--- config.mk ---
export PLATFORM = sky130hd
export DESIGN_NAME = vend_fsm_param
export DESIGN_NICKNAME = d
export VERILOG_FILES = /design/src/rtl/vend_pkg.sv /design/src/rtl/vend_coin_sel.sv /design/src/rtl/vend_fsm_param.sv
export SDC_FILE = /design/constraint.sdc
export NUM_CORES = 1
export LEC_CHECK = 0
export ABC_AREA = 0
export BUFFER_PORTS_ARGS = -buffer_cell sky130_fd_sc_hd__buf_2
export CELL_PAD_IN_SITES_DETAIL_PLACEMENT = 0
export CELL_PAD_IN_SITES_GLOBAL_PLACEMENT = 1
export CORE_UTILIZATION = 32
export CTS_CLUSTER_DIAMETER = 40
export DETAILED_ROUTE_END_ITERATION = 8
export PLACE_DENSITY_LB_ADDON = 0.1
export REMOVE_ABC_BUFFERS = 1
export SYNTH_ARGS = -nofsm -noshare
export SYNTH_HDL_FRONTEND = slang
export SYNTH_SLANG_ARGS = --single-unit
--- constraint.sdc ---
create_clock -name clk -period 2.6 [get_ports clk]
set_input_delay 0.13 -clock clk [delete_from_list [all_inputs] [get_ports clk]]
set_output_delay 0.13 -clock clk [all_outputs]
set_load 0.03 [all_outputs]
--- src/rtl/vend_pkg.sv ---
// Shared types and defaults for the parametrised vending controller.
// The optional stock counter is enabled by defining VEND_STOCK_EN.
package vend_pkg;

  typedef enum logic [1:0] {
    IDLE    = 2'd0,
    COLLECT = 2'd1,
    VEND    = 2'd2,
    REFUND  = 2'd3
  } state_t;

  localparam int COIN_A = 0;
  localparam int COIN_B = 1;
  localparam int COIN_C = 2;

  localparam int DEF_CW         = 4;
  localparam int DEF_PRICE      = 5;
  localparam int DEF_VAL_A      = 1;
  localparam int DEF_VAL_B      = 2;
  localparam int DEF_VAL_C      = 5;
  localparam int DEF_STOCK_W    = 4;
  localparam int DEF_STOCK_INIT = 8;

  function automatic int max3(input int a, input int b, input int c);
    int m;
    m = (a > b) ? a : b;
    return (m > c) ? m : c;
  endfunction

endpackage

--- src/rtl/vend_coin_sel.sv ---
// Priority coin selector (a > b > c): reports whether a coin is offered,
// its value, and whether lower-priority coins were dropped.
module vend_coin_sel
  import vend_pkg::*;
#(
  parameter int CW    = DEF_CW,
  parameter int VAL_A = DEF_VAL_A,
  parameter int VAL_B = DEF_VAL_B,
  parameter int VAL_C = DEF_VAL_C
) (
  input  logic [2:0]    coins,
  output logic          valid,
  output logic [CW-1:0] value,
  output logic          multi
);

  localparam logic [CW-1:0] VA = CW'(VAL_A);
  localparam logic [CW-1:0] VB = CW'(VAL_B);
  localparam logic [CW-1:0] VC = CW'(VAL_C);

  // NOTE: every output gets a default first so no path through this block infers a latch.
  always_comb begin
    valid = |coins;
    value = '0;
    multi = (coins[COIN_A] & (coins[COIN_B] | coins[COIN_C])) |
            (coins[COIN_B] & coins[COIN_C]);
    if (coins[COIN_A])      value = VA;
    else if (coins[COIN_B]) value = VB;
    else if (coins[COIN_C]) value = VC;
  end

endmodule

--- src/rtl/vend_fsm_param.sv ---
// Vending controller: coin accumulation, one-cycle vend, change handshake.
// Define VEND_STOCK_EN to add a stock counter with restock/sold_out ports.
module vend_fsm_param
  import vend_pkg::*;
#(
  parameter int CW    = DEF_CW,
  parameter int PRICE = DEF_PRICE,
  parameter int VAL_A = DEF_VAL_A,
  parameter int VAL_B = DEF_VAL_B,
  parameter int VAL_C = DEF_VAL_C
`ifdef VEND_STOCK_EN
  ,
  parameter int STOCK_W    = DEF_STOCK_W,
  parameter int STOCK_INIT = DEF_STOCK_INIT
`endif
) (
  input  logic          clk,
  input  logic          reset,
  input  logic          coin_a,
  input  logic          coin_b,
  input  logic          coin_c,
  input  logic          cancel,
  input  logic          change_ack,
  output logic          dispense,
  output logic          change_valid,
  output logic [CW-1:0] change,
  output logic [CW-1:0] credit,
  output logic          busy,
  output logic          coin_err
`ifdef VEND_STOCK_EN
  ,
  input  logic          restock,
  output logic          sold_out
`endif
);

  if (PRICE < 1 || PRICE - 1 + max3(VAL_A, VAL_B, VAL_C) > (2 ** CW) - 1) begin : g_bad_params
    $error("vend_fsm_param: PRICE/coin values do not fit in CW bits");
  end

  localparam logic [CW:0] PRICE_W = (CW + 1)'(PRICE);

  state_t        state, state_n;
  logic [CW-1:0] credit_n;
  logic          coin_err_n;
  logic          sel_valid, sel_multi;
  logic [CW-1:0] sel_value;
  logic [CW:0]   sum;
  logic          stock_ok;

  vend_coin_sel #(
    .CW(CW), .VAL_A(VAL_A), .VAL_B(VAL_B), .VAL_C(VAL_C)
  ) u_coin_sel (
    .coins ({coin_c, coin_b, coin_a}),
    .valid (sel_valid),
    .value (sel_value),
    .multi (sel_multi)
  );

`ifdef VEND_STOCK_EN
  logic [STOCK_W-1:0] stock;

  // Restock takes precedence over the decrement on VEND entry.
  always_ff @(posedge clk or posedge reset) begin
    if (reset)                               stock <= STOCK_W'(STOCK_INIT);
    else if (restock)                        stock <= STOCK_W'(STOCK_INIT);
    else if (state_n == VEND && state != VEND) stock <= stock - 1'b1;
  end

  assign stock_ok = (stock != '0);
  assign sold_out = ~stock_ok;
`else
  assign stock_ok = 1'b1;
`endif

  // Sum is one bit wider than credit so the PRICE comparison cannot wrap.
  assign sum = {1'b0, credit} + {1'b0, sel_value};

  always_comb begin
    state_n    = state;
    credit_n   = credit;
    coin_err_n = 1'b0;
    case (state)
      IDLE, COLLECT: begin
        if (sel_valid && stock_ok) begin
          coin_err_n = sel_multi;
          if (sum >= PRICE_W) begin
            state_n  = VEND;
            credit_n = CW'(sum - PRICE_W);
          end else begin
            state_n  = COLLECT;
            credit_n = sum[CW-1:0];
          end
        end else begin
          coin_err_n = sel_valid;
          if (cancel && state == COLLECT) state_n = REFUND;
        end
      end
      VEND: begin
        coin_err_n = sel_valid;
        state_n    = (credit != '0) ? REFUND : IDLE;
      end
      REFUND: begin
        coin_err_n = sel_valid;
        if (change_ack) begin
          state_n  = IDLE;
          credit_n = '0;
        end
      end
      default: state_n = IDLE;
    endcase
  end

  // NOTE: state registers use non-blocking assignments so every flop samples pre-edge values.
  always_ff @(posedge clk or posedge reset) begin
    if (reset) begin
      state    <= IDLE;
      credit   <= '0;
      coin_err <= 1'b0;
    end else begin
      state    <= state_n;
      credit   <= credit_n;
      coin_err <= coin_err_n;
    end
  end

  assign dispense     = (state == VEND);
  assign change_valid = (state == REFUND);
  assign busy         = (state == VEND) || (state == REFUND);
  assign change       = change_valid ? credit : '0;

endmodule

==> key figures, run 1 <==
Outcome
  • Status: complete, no violations

CTS
  • Num CTS Buffers: 3
  • Root Driver: clkbuf_4
  • Clk sinks: 7
  • Clock tree buffer depth: 2
  • Clock H-tree levels: 1
  • Worst skew pair latency: 260 ps
  • CTS tree: yes
  • Reg clk slew, reported paths: about 60 ps

Global routing
  • Initial antenna violation count: 0
  • Largest net degree at the start of global routing: 13
  • GR Overflow Total: 0
  • Vias in the first global route: 647
  • First-pass GRT wire length: 2970 um
  • GRT Util Overall: 0.193

Placement
  • Port Buf Inserts: 18
  • Placed Cells: 138
  • Pre-CTS setup slack: -94.3 ps
  • Post-placement cell area: 873 sq um
  • Dpl hpwl: 1410 um
  • GP Congestion: between 0.7 and 0.8

STA
  • Tmin final: 2560 ps
  • Final Hold Viols: 0
  • Final Cycle Share: 0.983
  • Achievable Freq: 391 MHz
  • Final setup fails: 0
  • Unrepaired setup endpoints after global routing: yes
  • Final Slew Violations: 0
  • Post-route setup slack: 43.2 ps
  • Clock skew: 0.416 ps
  • Slew at the pin with the worst max-slew slack: 472 ps
  • Worst hold slack: 111 ps
  • Worst slew margin: 0.683

Cells and area
  • Final Instance Count excl. Fillers: 147
  • Synth-to-layout area growth: 49.1%
  • Register area: 175 sq um
  • Multi-input logic area: 514 sq um
  • Cell area after layout: 1000 sq um
  • Fill count: 212
  • Antenna fix cells: 0
  • Nets@finish: 134
  • Share of cells above drive strength 1: 0.383

Detailed routing
  • DR iter-0 viols: 17
  • Initial DRT Pass Iterations: 4
  • Avg WL per Cell: 13.0 um
  • Vias after detailed routing: 731
  • Via/cell ratio: 4.97
  • Drt total wl: 1910 um
  • Detail Route Antenna Nets: 0
  • Remaining DRCs: 0

Power and ir drop
  • VDD IR max: between 0.5 and 0.6 mV
  • Lkg Pwr: between 0.5 and 0.6 nW
  • Pwr Total: 1.46 mW
  • Power density cells: 1460 nW/um^2

Die
  • I/O pin total: 19
  • Die Span Y: 47.8 um
  • Die X: 47.8 um
  • Core area: roughly 2000 sq um
  • Row count: 16
  • Die area: between 2000 and 2500 sq um
  • Starting Density: 0.342

Logic synthesis
  • Register area share after synthesis: 0.261
  • Synth cell types: 38
  • Mapped Area: between 600 and 700 sq um
  • Yosys reg bits: 7
  • Post-synth EDFFs: 0
  • Async set-reset flop share out of synthesis: 1.00
  • Top FF cell, synth: dfrtp_1
  • Syn Area/Cell: 7.98 sq um
  • YS warnings: 0
  • Cells after Synth: 84

Worst setup path
  • Crit path cell chain: ha_4, fa_1, inv_2, ha_4, or3_4, a2111oi_4, buf_4, nor3_4, xnor2_1, o21ai_1
  • Reg-to-reg endpoint: credit[0]
  • CP Capture Type: register
  • Slowest stage delay, CP: between 500 and 600 ps
  • Crit path DAT: 2740 ps
  • Slowest stage cell, crit path: fa_1
  • End of the critical path: credit[0]
  • Worst Setup Start Kind: register
  • Most frequent CP cell: ha_4
  • FF-to-FF setup slack: 40 ps
  • Worst r2r src: credit[0]
  • Crit path kind: reg -> reg
  • R2R depth: 10
  • Worst Setup SP: credit[0]
  • CP max FO: 6
  • CP required: 2780 ps

Min path
  • Hold Path Depth: 3
  • Type of the worst min-delay path: in -> reg

Flow run
  • Maxcap violations: 0
[timing repair]
item,4_1_cts,5_1_grt
setup endpoints to repair,6,6
hold buffers,1,0
gates resized for setup,7,3
pin swaps,3,4
setup buffers,2,2
hold endpoints to repair,7,0
[worst min path at each step]
stage                 from         to  slack [ps]
finish              cancel   state[1]         110
floorplan            reset   coin_err         -70
CTS                 cancel   state[1]         110
global route        cancel   state[1]         120
detailed placement   reset   state[0]          90
global placement     reset  credit[2]          80
[through the flow]
| stage | utilization | setup TNS, ps |
|---|---|---|
| after global routing | 0.510 | -252 |
| final | 0.510 | 0 |
| after global placement | 0.445 | -371 |
| after CTS | 0.494 | -18.6 |
| after detailed placement | 0.445 | -334 |
| after floorplan | - | -1600 |
[per-layer routing]
layer	global-route usage	up-vias	share of wire
li1	-	379	-
met1	0.229	331	0.43
met2	0.341	17	0.52
met3	0.0113	4	0.022
met4	0.117	0	0.022
met5	0	-	0
[Yosys cell counts (2+ instances only)]
master	instances	share of area
a21oi_1	3	0.022
inv_1	6	0.034
xnor2_1	2	0.026
or3_1	2	0.019
and3_1	4	0.037
nor2_1	10	0.056
clkbuf_1	3	0.017
dfrtp_1	7	0.26
o21ai_1	4	0.030
a21o_1	2	0.022
ha_1	5	0.093
nand2_1	7	0.039
nor4_1	4	0.037
[logic make-up after synthesis]
family	after synthesis	share of synthesized area
AND/OR/NAND/NOR	39	0.313
buffers and inverters	10	0.0616
XOR/XNOR	3	0.0392
AO/OA/AOI/OAI	17	0.172
multiplexers	1	0.0149
flip-flops	7	0.261
adder cells (fa/ha/maj)	7	0.138
[state kept, by name, summed over array words and instances (netlist names)]
name / flops
credit: 4
state: 2
coin_err: 1
[report_power, final]
group	switching [mW]	total (mW)	internal (mW)
registers	0.0777	0.240	0.162
clock network	0.0479	0.107	0.0591
logic	0.604	1.11	0.511
total	0.730	1.46	0.732
[worst max-delay path: cells and delay by family (launching register included)]
kind,cells,cell delay (ps)
and+or+nand+nor,2,400
adders and majority gates,3,840
xor gates and xnor gates,1,120
DFF,1,400
buffers and inverters,2,240
AOI/OAI and AO/OA,2,460
[layout by cell type (no fill, tap or decap), types with 2 or more instances in the layout]
cell	count
buf_2	18
nor2_1	10
nand2_1	7
a21oi_1	3
ha_4	2
xnor2_1	2
a21o_1	2
clkbuf_4	3
nor4_1	3
ha_1	3
and3_1	4
dfrtp_1	7
inv_1	5
buf_4	17
o21ai_1	4
[area by class of cell]
type	instances	area share
multi-input combinational	67	0.514
inverter	6	0.0225
tap	27	0.0338
sequential	7	0.175
clock buffer	4	0.0263
timing repair buffer	36	0.228
(Power assumes the default switching activity.)
==> run 2, diff against run 1 <==
--- a/config.mk
+++ b/config.mk
@@ -12,8 +12,10 @@
 export CORE_UTILIZATION = 32
 export CTS_CLUSTER_DIAMETER = 40
 export DETAILED_ROUTE_END_ITERATION = 8
+export GPL_TIMING_DRIVEN = 0
 export PLACE_DENSITY_LB_ADDON = 0.1
 export REMOVE_ABC_BUFFERS = 1
+export SLEW_MARGIN = 20
 export SYNTH_ARGS = -nofsm -noshare
 export SYNTH_HDL_FRONTEND = slang
 export SYNTH_SLANG_ARGS = --single-unit
==> run 2 against run 1 <==
First-iteration DRC count grew 29%. Power shrank 4.0%. Maximum frequency down 0.89%. Die area unchanged. Final cell count fell by 6.8%. Critical path depth shrank 1. Sequential share of layout area grew 1.3 points. Register-to-register slack got worse by 20 ps. Combinational power is 6% lower. Routed wire length decreased by 8.9%. Sequential cell count unchanged. Via count is 3.8% lower.
==> key figures, run 2 (synthesis results as in run 1) <==
Cells and area
  • Commonest cells after routing, fill and taps aside: 18 x buf_2, 10 x nor2_1, 7 x nand2_1, 7 x buf_4, 6 x dfrtp_1
  • Final Instance Count excl. Fillers: 137 (-6.8%)
  • Top reg by flops: credit
  • Synth-to-layout area growth: 39.7%
  • Nets@finish: 124 (-7.5%)
  • Top Registers: credit (4), state (2), coin_err (1)
  • Cell area after layout: 937 sq um (-6.3%)
  • Most common cell after layout, fill and taps aside: buf_2
  • Max reg flops: 4 (unchanged)
  • Post-layout util: 0.478 (-0.0319)
  • Antenna fix cells: 0 (unchanged)
  • Share of cells above drive strength 1: 0.345 (-0.0379)

Detailed routing
  • Via/cell ratio: 5.13 (+3.2%)
  • Avg WL per Cell: 12.7 um (-2.2%)
  • Vias after detailed routing: 703 (-3.8%)
  • Detail Route Antenna Nets: 0 (unchanged)
  • DR iter-0 viols: 22 (+5)
  • Remaining DRCs: 0 (unchanged)
  • Drt total wl: 1740 um (-8.9%)
  • Initial DRT Pass Iterations: 4 (unchanged)

Min path
  • Type of the worst min-delay path: in -> reg

STA
  • Worst slew margin: 0.719 (+0.0367)
  • Final Hold Viols: 0 (unchanged)
  • Final setup fails: 0 (unchanged)
  • Achievable Freq: 388 MHz (-0.89%)
  • Clock skew: 1.59 ps (+1.17 ps)
  • Slew at the pin with the worst max-slew slack: 418 ps (-54.6 ps)
  • Tmin final: 2580 ps (+22.9 ps)
  • Final Slew Violations: 0 (unchanged)
  • Final Cycle Share: 0.992 (+0.00879)
  • Unrepaired setup endpoints after global routing: yes

Global routing
  • First-pass GRT wire length: 2650 um (-11%)
  • Initial antenna violation count: 0 (unchanged)
  • GR Overflow Total: 0 (unchanged)
  • Vias in the first global route: 568 (-12%)
  • Largest net degree at the start of global routing: 13 (unchanged)
  • GRT Util Overall: 0.172 (-0.0213)

Placement
  • Dpl hpwl: 1170 um (-17%)
  • Placed Cells: 125 (-9.4%)
  • GP Congestion: 0.739 (-5.7%)
  • Post-placement cell area: 776 sq um (-11%)
  • Port Buf Inserts: 18 (unchanged)

Die
  • Starting Density: 0.342 (unchanged)
  • Die area: 2280 sq um (unchanged)
  • Die Span Y: 47.8 um (unchanged)
  • I/O pin total: 19 (unchanged)
  • Die X: 47.8 um (unchanged)
  • Row count: 16 (unchanged)
  • Core area: 1960 sq um (unchanged)

Power and ir drop
  • Power density cells: 1500 nW/um^2 (+2.4%)
  • Sw Pwr: 0.714 mW (-2.1%)
  • VDD IR max: 0.727 mV (+32%)
  • Share of power burned in registers: 0.185 (+0.021)
  • Sw Ratio: 0.509 (+0.00982)
  • Combinational Power Share: 0.744 (-0.019)
  • Internal power: 0.689 mW (-5.9%)
  • Lkg Pwr: 0.450 nW (-10%)
  • Clock group share of total power: 0.072 (about the same)

Flow run
  • Maxcap violations: 0 (unchanged)

CTS
  • Worst skew pair latency: 260 ps (about the same)
  • Num CTS Buffers: 3 (unchanged)
  • Root Driver: clkbuf_4
  • Reg clk slew, reported paths: 50 ps (about the same)
  • Clk sinks: 7 (unchanged)
  • CTS tree: yes
  • Clock tree buffer depth: 2 (unchanged)
  • Clock H-tree levels: 1 (unchanged)

Worst setup path
  • Crit path DAT: 2720 ps (-20 ps)
  • CP Capture Type: register
  • CP required: 2740 ps (-40 ps)
  • CP max FO: 6 (unchanged)
  • Worst Setup Start Kind: register
  • Crit path kind: reg -> reg

Outcome
  • Status: complete, no violations
run 2: layer usage:
metal | wire, um | GRT usage | up-vias | part of all wire
met5 | 0 | 0 | - | 0
met4 | 23 | 0.0833 | 0 | 0.013
met3 | 69 | 0.0226 | 3 | 0.040
met2 | 858 | 0.292 | 20 | 0.49
met1 | 792 | 0.214 | 324 | 0.45
li1 | - | - | 356 | -
run 2: power by group through the flow:
stage / Combinational, mW / Clock, mW / Sequential (mW)
floorplan: 0.567 / 0 / 0.310
global placement: 0.819 / 0 / 0.260
detailed placement: 0.820 / 0 / 0.261
CTS: 1.00 / 0.103 / 0.260
global route: 1.17 / 0.111 / 0.273
finish: 1.04 / 0.101 / 0.259
run 2: cell type report:
class | count | area, sq um
clock buffers | 4 | 26.3
fillers | 224 | 1020
inverters | 6 | 22.5
multi-input cells | 67 | 526
flip-flops and latches | 7 | 176
well taps | 27 | 33.8
repair buffers | 26 | 153
run 2: worst paths after layout:
path                                 from  depth (start not counted)        end  slack [ps]
worst max-delay path            credit[0]                          9  credit[1]          20
worst min-delay path               cancel                          3   state[1]         140
worst max register to register  credit[0]                          9  credit[1]          20
worst min register to register  credit[2]                          2  credit[2]         590
max in group asynchronous           reset                          3  credit[0]        2010
min in group asynchronous           reset                          3  credit[1]         360
run 2: repair_timing:
action                                 in CTS  in global routing
pin swaps                                   8                  7
gates resized for setup                    13                  0
setup endpoints to repair                   6                  6
hold buffers                                1                  0
buffers inserted                            4                  3
endpoints found under the hold margin       7                  0
run 2: metrics by stage:
stage / total power [mW] / setup TNS (ps) / worst slack, ps / hold WS, ps
2_1_floorplan: 0.877 / -1600 / -310 / -66.6
3_3_place_gp: 1.08 / -2340 / -426 / 67.6
3_5_place_dp: 1.08 / -2330 / -429 / 70.9
4_1_cts: 1.36 / -531 / -111 / 135
5_1_grt: 1.55 / -239 / -75.0 / 172
6_report: 1.40 / 0 / 20.4 / 141
run 2: critical path: stages, from the launching register on:
cell	delay, ps
dfrtp_2	430
ha_4	170
fa_2	560
inv_2	60
ha_4	150
or3_4	360
a2111oi_4	390
nor3_4	100
mux2i_1	170
o21ai_1	70
==> run 3, diff against run 2 <==
--- a/config.mk
+++ b/config.mk
@@ -13,7 +13,7 @@
 export CTS_CLUSTER_DIAMETER = 40
 export DETAILED_ROUTE_END_ITERATION = 8
 export GPL_TIMING_DRIVEN = 0
-export PLACE_DENSITY_LB_ADDON = 0.1
+export PLACE_DENSITY = 0.76
 export REMOVE_ABC_BUFFERS = 1
 export SLEW_MARGIN = 20
 export SYNTH_ARGS = -nofsm -noshare
==> run 3 against run 2 <==
Final cell count rose by 0.73%. Critical path depth did not move. Via count rose by 2.1%. Cell area rose by 1.6%. Maximum frequency fell by 1.0%. Clock skew barely moved. Largest cell class unchanged. First-iteration DRC count fell by 45%. Worst setup slack got worse by 27 ps. Sequential power barely moved. Largest power group unchanged. The flow now finishes with violations (negative setup slack). Global-route usage fell by 0.56 points.
==> key figures, run 3 (synthesis results as in run 1) <==
Detailed routing
  • Initial DRT Pass Iterations: 4 (unchanged)
  • Via/cell ratio: 5.20 (+1.4%)
  • Metal2 WL: 901 um (+5.0%)
  • DR iter-0 viols: 12 (-45%)
  • Post-Route M1 WL: 805 um (+1.6%)
  • Drt total wl: 1810 um (+3.7%)
  • Avg WL per Cell: 13.1 um (+3.0%)
  • Vias after detailed routing: 718 (+2.1%)
  • Detail Route Antenna Nets: 0 (unchanged)
  • Routed wl met3: 93 um (+35%)
  • Remaining DRCs: 0 (unchanged)
  • Highest routed layer: met4

Worst setup path
  • Crit path kind: reg -> reg
  • Worst Setup Start Kind: register
  • Crit path DAT: 2740 ps (+20 ps)
  • CP Capture Type: register
  • Worst r2r src: credit[0]
  • FF-to-FF setup slack: -7 ps (-30 ps)
  • CP max FO: 6 (unchanged)
  • R2R depth: 9 (unchanged)
  • CP required: 2740 ps (about the same)
  • Reg-to-reg endpoint: credit[1]

Min path
  • Hold endpoint: state[1]
  • Type of the worst min-delay path: in -> reg
  • Hold wc startpoint: cancel
  • Hold Path Depth: 3 (unchanged)

CTS
  • Clock tree buffer depth: 2 (unchanged)
  • Root Driver: clkbuf_4
  • Worst skew pair latency: 250 ps (about the same)
  • Reg clk slew, reported paths: 60 ps (about the same)
  • CTS tree: yes
  • Clock H-tree levels: 1 (unchanged)
  • Num CTS Buffers: 3 (unchanged)
  • Clk sinks: 7 (unchanged)

Placement
  • Placed Cells: 125 (unchanged)
  • Port Buf Inserts: 18 (unchanged)
  • Dpl hpwl: 1180 um (+0.26%)
  • GP Congestion: 0.706 (-4.5%)
  • Post-placement cell area: 776 sq um (unchanged)

Die
  • Core area: 1960 sq um (unchanged)
  • Row count: 16 (unchanged)
  • Starting Density: 0.342 (unchanged)
  • I/O pin total: 19 (unchanged)
  • Die area: 2280 sq um (unchanged)
  • Die Span Y: 47.8 um (unchanged)
  • Die X: 47.8 um (unchanged)

STA
  • Worst slew margin: 0.696 (-0.0236)
  • Final Slew Violations: 0 (unchanged)
  • Post-route setup slack: -6.72 ps (-27.1 ps)
  • Unrepaired setup endpoints after global routing: yes
  • Final Hold Viols: 0 (unchanged)
  • Final Cycle Share: 1.00 (+0.0104)
  • Tmin final: 2610 ps (+27.1 ps)
  • Clock skew: 1.90 ps (+0.306 ps)
  • Achievable Freq: 384 MHz (-1.0%)
  • Final setup fails: 1 (+1)
  • Slew at the pin with the worst max-slew slack: 453 ps (+35.2 ps)

Global routing
  • Vias in the first global route: 574 (+1.1%)
  • GRT Util Overall: 0.167 (-0.00556)
  • GR Overflow Total: 0 (unchanged)
  • Initial antenna violation count: 0 (unchanged)
  • Largest net degree at the start of global routing: 13 (unchanged)
  • First-pass GRT wire length: 2660 um (+0.53%)

Cells and area
  • Top reg by flops: credit
  • Nets@finish: 125 (+0.81%)
  • Post-layout util: 0.485 (+0.00765)
  • Share of cells above drive strength 1: 0.369 (+0.0239)
  • Commonest cells after routing, fill and taps aside: 18 x buf_2, 10 x nor2_1, 8 x buf_4, 7 x nand2_1, 6 x dfrtp_1
  • Max reg flops: 4 (unchanged)
  • Top Registers: credit (4), state (2), coin_err (1)
  • Most common cell after layout, fill and taps aside: buf_2
  • Register area: 176 sq um (unchanged)
  • Multi-input logic area: 532 sq um (+1.2%)
  • Final Instance Count excl. Fillers: 138 (+0.73%)
  • Cell area after layout: 952 sq um (+1.6%)
  • Antenna fix cells: 0 (unchanged)
  • Synth-to-layout area growth: 42.0%
  • Fill count: 220 (-1.8%)

Flow run
  • Maxcap violations: 0 (unchanged)

Outcome
  • Status: complete, but fails checks
  • Failing checks: negative setup slack

Power and ir drop
  • VDD IR max: 0.702 mV (-3.4%)
  • Power density cells: 1530 nW/um^2 (+2.0%)
  • Lkg Pwr: 0.458 nW (+1.8%)
[run 3: changes by cell type in the layout (fill, tap and decap cells not counted), sizes merged]
cell	change
clkinv	+1
buf	+1
clkbuf	-1
[run 3: worst max-delay path by stage]
stage | from | to | slack, ps
after CTS | credit[0] | credit[2] | -110
after floorplan | credit[0] | credit[3] | -310
after global routing | credit[0] | credit[1] | -100
after global placement | credit[0] | credit[3] | -430
final | credit[0] | credit[1] | -7
after detailed placement | credit[0] | credit[3] | -460
[run 3: through the flow]
step	hold slack (ps)	setup slack (ps)	total power, mW	setup TNS, ps
floorplan	-66.6	-310	0.877	-1600
CTS	141	-114	1.38	-539
finish	140	-6.72	1.46	-6.72
global route	157	-104	1.57	-434
detailed placement	78.8	-459	1.07	-2520
global placement	80.0	-428	1.07	-2320
[run 3: final cells by class]
| cell class | count | share of cell area |
|---|---|---|
| multi-input combinational | 67 | 0.558 |
| inverter | 6 | 0.0237 |
| timing repair buffer | 27 | 0.168 |
| clock buffer | 3 | 0.0237 |
| clock inverter | 1 | 0.00526 |
| sequential | 7 | 0.185 |
| tap | 27 | 0.0355 |
[run 3: repair_timing]
item,4_1_cts,5_1_grt
hold buffers,1,0
gates resized for setup,14,0
pin swaps,12,11
setup buffers,5,3
endpoints found under the hold margin,7,0
endpoints found under the setup margin,6,6
[run 3: worst max-delay path, cell delays in order (launching register included)]
cell       delay [ps]
dfrtp_2           430
ha_4              170
fa_2              560
inv_2              60
ha_4              160
or3_4             350
a2111oi_4         400
nor3_4            110
mux2i_1           160
o21ai_1            80
[run 3: per-layer routing]
metal,up-vias,global-route usage
met5,-,0
met4,0,0.0611
met2,29,0.273
met3,2,0.0264
met1,331,0.220
li1,356,-
[run 3: power by group]
group,switching (mW),leakage (nW),internal [mW]
sequential,0.0921,0.0830,0.164
combinational,0.607,0.357,0.493
clock,0.0426,0.0177,0.0563
